$ cat src/rtl/mem_port_arbiter.sv
// Round-robin arbiter sharing one single-read/single-write word memory among
// NUM_REQ requesters, with a 2-stage tag pipe that routes read data back.
module mem_port_arbiter #(
  parameter int NUM_REQ = 4,
  parameter int IDW     = 3
) (
  input  logic                  clk,
  input  logic                  rst_n,
  input  logic [NUM_REQ-1:0]    req_valid,
  input  logic [NUM_REQ-1:0]    req_wen,
  input  logic [NUM_REQ*15-1:0] req_addr,
  input  logic [NUM_REQ*16-1:0] req_wdata,
  output logic [NUM_REQ-1:0]    req_ready,
  output logic [14:0]           mem_raddr,
  input  logic [15:0]           mem_rdata,
  output logic                  mem_wen,
  output logic [14:0]           mem_waddr,
  output logic [15:0]           mem_wdata,
  output logic [NUM_REQ-1:0]    resp_valid,
  output logic [15:0]           resp_data,
  output logic                  busy
);

  logic [IDW-1:0] rr_ptr;
  logic [IDW-1:0] gnt_idx;
  logic           gnt_any;
  logic           g_wen;
  logic [14:0]    g_addr;
  logic [15:0]    g_wdata;
  logic           rd_gnt;
  logic           s1_v, s2_v;
  logic [IDW-1:0] s1_id, s2_id;
  logic [14:0]    last_raddr;

  // Walk NUM_REQ slots starting at rr_ptr; the pointer never exceeds
  // NUM_REQ-1, so a single subtraction is enough to wrap.
  always_comb begin
    logic [IDW:0] idx;
    gnt_any = 1'b0;
    gnt_idx = '0;
    idx     = '0;
    for (int k = 0; k < NUM_REQ; k++) begin
      idx = {1'b0, rr_ptr} + (IDW+1)'(k);
      if (idx >= (IDW+1)'(NUM_REQ))
        idx = idx - (IDW+1)'(NUM_REQ);
      for (int j = 0; j < NUM_REQ; j++) begin
        if (rst_n && !gnt_any && idx == (IDW+1)'(j) && req_valid[j]) begin
          gnt_any = 1'b1;
          gnt_idx = IDW'(j);
        end
      end
    end
  end

  always_comb begin
    g_wen     = 1'b0;
    g_addr    = '0;
    g_wdata   = '0;
    req_ready = '0;
    for (int j = 0; j < NUM_REQ; j++) begin
      if (gnt_any && gnt_idx == IDW'(j)) begin
        req_ready[j] = 1'b1;
        g_wen        = req_wen[j];
        g_addr       = req_addr[15*j +: 15];
        g_wdata      = req_wdata[16*j +: 16];
      end
    end
  end

  assign rd_gnt    = gnt_any && !g_wen;
  assign mem_wen   = gnt_any && g_wen;
  assign mem_waddr = mem_wen ? g_addr  : 15'd0;
  assign mem_wdata = mem_wen ? g_wdata : 16'd0;
  assign mem_raddr = rd_gnt  ? g_addr  : last_raddr;

  always_ff @(posedge clk) begin
    if (!rst_n) begin
      rr_ptr     <= '0;
      s1_v       <= 1'b0;
      s2_v       <= 1'b0;
      s1_id      <= '0;
      s2_id      <= '0;
      last_raddr <= '0;
    end else begin
      if (gnt_any)
        rr_ptr <= (gnt_idx == IDW'(NUM_REQ-1)) ? '0 : gnt_idx + IDW'(1);
      s1_v  <= rd_gnt;
      s1_id <= gnt_idx;
      s2_v  <= s1_v;
      s2_id <= s1_id;
      if (rd_gnt)
        last_raddr <= g_addr;
    end
  end

  always_comb begin
    resp_valid = '0;
    for (int j = 0; j < NUM_REQ; j++)
      resp_valid[j] = s2_v && s2_id == IDW'(j);
  end

  assign resp_data = mem_rdata;
  assign busy      = s1_v | s2_v;

endmodule

$ cat config.mk
export PLATFORM = sky130hd
export DESIGN_NAME = mem_port_arbiter
export DESIGN_NICKNAME = d
export VERILOG_FILES = /design/src/rtl/mem_port_arbiter.sv
export SDC_FILE = /design/constraint.sdc
export NUM_CORES = 1
export LEC_CHECK = 0
export BUFFER_PORTS_ARGS = -buffer_cell sky130_fd_sc_hd__buf_2
export CAP_MARGIN = 15
export CORE_MARGIN = 4
export CORE_UTILIZATION = 35
export DETAILED_ROUTE_END_ITERATION = 16
export PLACE_DENSITY_LB_ADDON = 0.08
export SYNTH_ARGS = -nofsm -noshare
export SYNTH_HDL_FRONTEND = slang
export SYNTH_SLANG_ARGS = --single-unit
$ cat constraint.sdc
create_clock -name clk -period 3.8 [get_ports clk]
set_input_delay 0.76 -clock clk [delete_from_list [all_inputs] [get_ports clk]]
set_output_delay 0.76 -clock clk [all_outputs]
set_load 0.01 [all_outputs]
==> metrics.txt <==
outcome=finished with violations; failing checks=negative setup slack; power per standard cell area=between 400 and 500 nW/µm²; NumNets Final=705; Synth top cells by count=a221o_1, dfxtp_1, nand2_1; diodes inserted=0; starting density of the core=36.0%; maximum fanout along the worst path=6; Pleak=between 2 and 2.5 nW; sw frac=a little under two fifths; max-slew violations=0; detailed placement HPWL=between 8000 and 9000 µm; CP required=3.04 ns; Max Cap Violations=0; total grt overflow=0; yosys warns=0; DRT antenna net count=0; Core Util, Final=between 70% and 80%; via count=3522; fmax=~240 MHz; gp weighted congestion=approximately 0.87; number of synthesized flops with an enable pin=0; CP endpoint kind=output pin; area leader, netlist=dfxtp_1; Synth cell types=58; Fillers=a little under 500; post-synth top area share=18.8%; core area=a little under 7000 µm²; Die H=approximately 90 µm; worst r2r path cells=24; largest net degree at the start of global routing=26; Port Buffers=between 150 and 200; Comb pwr share=between 70 and 80%; worst hold path class=flop to flop; # clock sinks=23; sequential share of the synthesized area=between 10% and 20%; CP Class=primary input to output pin; final hold vios=0; Die W=slightly above 90 µm; Syn Area/Cell=8.41 µm²; ratio of cells with drive above 1 in the final layout=a little under three quarters; initial antenna violation count=0; final setup margin=-0.442 ns; Hold Crit Depth=1; CTS tree=built; Clock power frac=between 6 and 7%; ys async rst share=0%; Area growth syn-to-layout=104%; unrepaired setup endpoints after global routing=yes; Post-Syn Area=2450 µm²; number of synthesized register bits=23; vias per cell=about 5.5; global-route wire length before repair=17100 µm; skew final=0.00385 ns; Post-synth top flop=dfxtp_1; num ports=~220; Flop pwr share=around 16%; peak supply drop=about 200 µV; Final setup viols=47; switching pwr=roughly 0.9 mW; Final Cycle Share=112%; dpl cell area=approximately 4000 µm²; Multi-input gate area=2140 µm²; Residual DRC=0; Slew @ Worst Pin=between 0.5 and 0.6 ns; top cells by area, synth=dfxtp_1, a221o_1, o221a_2, mux2_2, buf_4; register area=about 460 µm²; clock buffer count from CTS=3; total die area=roughly 8400 µm²; 1st-pass router iterations=4; drt wl/cell=about 18 µm; GRT Resource Usage Total=24.9%; vias in the first global route=roughly 3500; Detailed Route Iter0 Violations=74; Root Driver=clkbuf_8; P_int=approximately 1.5 mW; Hold Slack=~0.44 ns; total routed wirelength=11700 µm; cell with the most instances after synthesis=a221o_1; Clock Tree Buf Depth=2; critical path arrival=about 3.5 ns; Rel. slew slack=64.3%; Final Cell Area=4990 µm²; post-synthesis instance total=~290; Worst-path clk slew=approximately 0.080 ns; Hold Buf Count CTS=0; htree depth=1; worst skew pair latency=between 0.2 and 0.3 ns; row cnt=30; crit path launch type=primary input; fin crit period=roughly 4.2 ns
## metrics by stage
stage,setup TNS [ns],cells,total power [mW],setup WS (ns)
floorplan,-1.24,292,1.22,-0.0933
global placement,-10.48,604,1.70,-0.291
detailed placement,-13.25,604,1.72,-0.363
CTS,-13.64,635,2.09,-0.345
global route,-22.01,646,2.52,-0.550
finish,-16.84,646,2.38,-0.442
## placed cells by master, fill, tap and decap left out, types with 3 or more instances in the layout
cell,count
inv_2,4
clkbuf_16,3
nor2b_1,13
o22ai_1,5
a22o_1,15
mux2_4,15
buf_8,3
buf_4,76
clkbuf_8,3
nor2_4,3
buf_2,160
o211ai_1,13
nor2b_4,6
nand2_1,19
nor3_4,5
o221a_2,16
a221o_1,26
nand2b_1,3
and2_1,3
a21oi_4,6
buf_12,5
dfxtp_1,21
a21oi_2,8
a221oi_1,5
a21oi_1,5
buf_6,47
nor2_1,3
## sequential cells by signal, indices dropped and copies added (netlist names)
signal and count:
s2_v 1, s2_id 2, s1_id 2, last_raddr 15, s1_v 1, rr_ptr 2
## power groups by stage
stage / sequential [mW] / clock (mW) / combinational, mW
floorplan: 0.359 / 0 / 0.860
global placement: 0.365 / 0 / 1.34
detailed placement: 0.368 / 0 / 1.35
CTS: 0.364 / 0.155 / 1.58
global route: 0.379 / 0.167 / 1.97
finish: 0.367 / 0.151 / 1.86
## worst max-delay path, stage by stage
cell and delay (ns):
buf_8 0.10, or4b_4 0.53, o2111ai_4 0.11, nand2_4 0.10, nor2_4 0.13, nand2_2 0.07
nand2_2 0.10, inv_2 0.04, ha_4 0.15, o31a_1 0.12, o211ai_1 0.12, a311oi_2 0.14
buf_4 0.16, nor2_4 0.14, buf_12 0.13, buf_16 0.13, mux2_4 0.30, buf_6 0.12
## logic make-up after synthesis
kind of cell	synth area share [%]
AO/OA/AOI/OAI	41.3
adder cells (fa/ha/maj)	2.04
buffers and inverters	11.9
flip-flops	18.8
multiplexers	7.72
other	0.153
AND/OR/NAND/NOR	18.1
## metal layers
| layer | GRT usage [%] | vias to the layer above | routed length [µm] |
|---|---|---|---|
| met4 | 8.67 | 0 | 382 |
| li1 | - | 1651 | - |
| met5 | 0 | - | 0 |
| met1 | 26.4 | 1681 | 4240 |
| met2 | 48.4 | 162 | 6280 |
| met3 | 4.35 | 28 | 759 |
## final cells by class
cell class	instances	share of cell area (%)
repair buffers	297	43.8
multi-input cells	218	42.9
flip-flops and latches	23	9.28
well taps	96	2.41
clock buffers	3	0.827
inverters	8	0.727
clock inverters	1	0.100
## repair_timing
item	in CTS	in global routing
pin swaps	2	21
gates cloned	2	4
endpoints found under the setup margin	47	50
buffers inserted	25	11
resized for setup	42	63
## worst paths after layout
check | start | to | slack, ns
setup / recovery | req_valid[2] | mem_raddr[9] | -0.44
hold / removal | s1_id[1] | s2_id[1] | 0.44
setup reg to reg | rr_ptr[1] | rr_ptr[0] | 0.11
hold reg to reg | s1_id[1] | s2_id[1] | 0.44
Note: power is estimated with default switching activity, not from simulation.
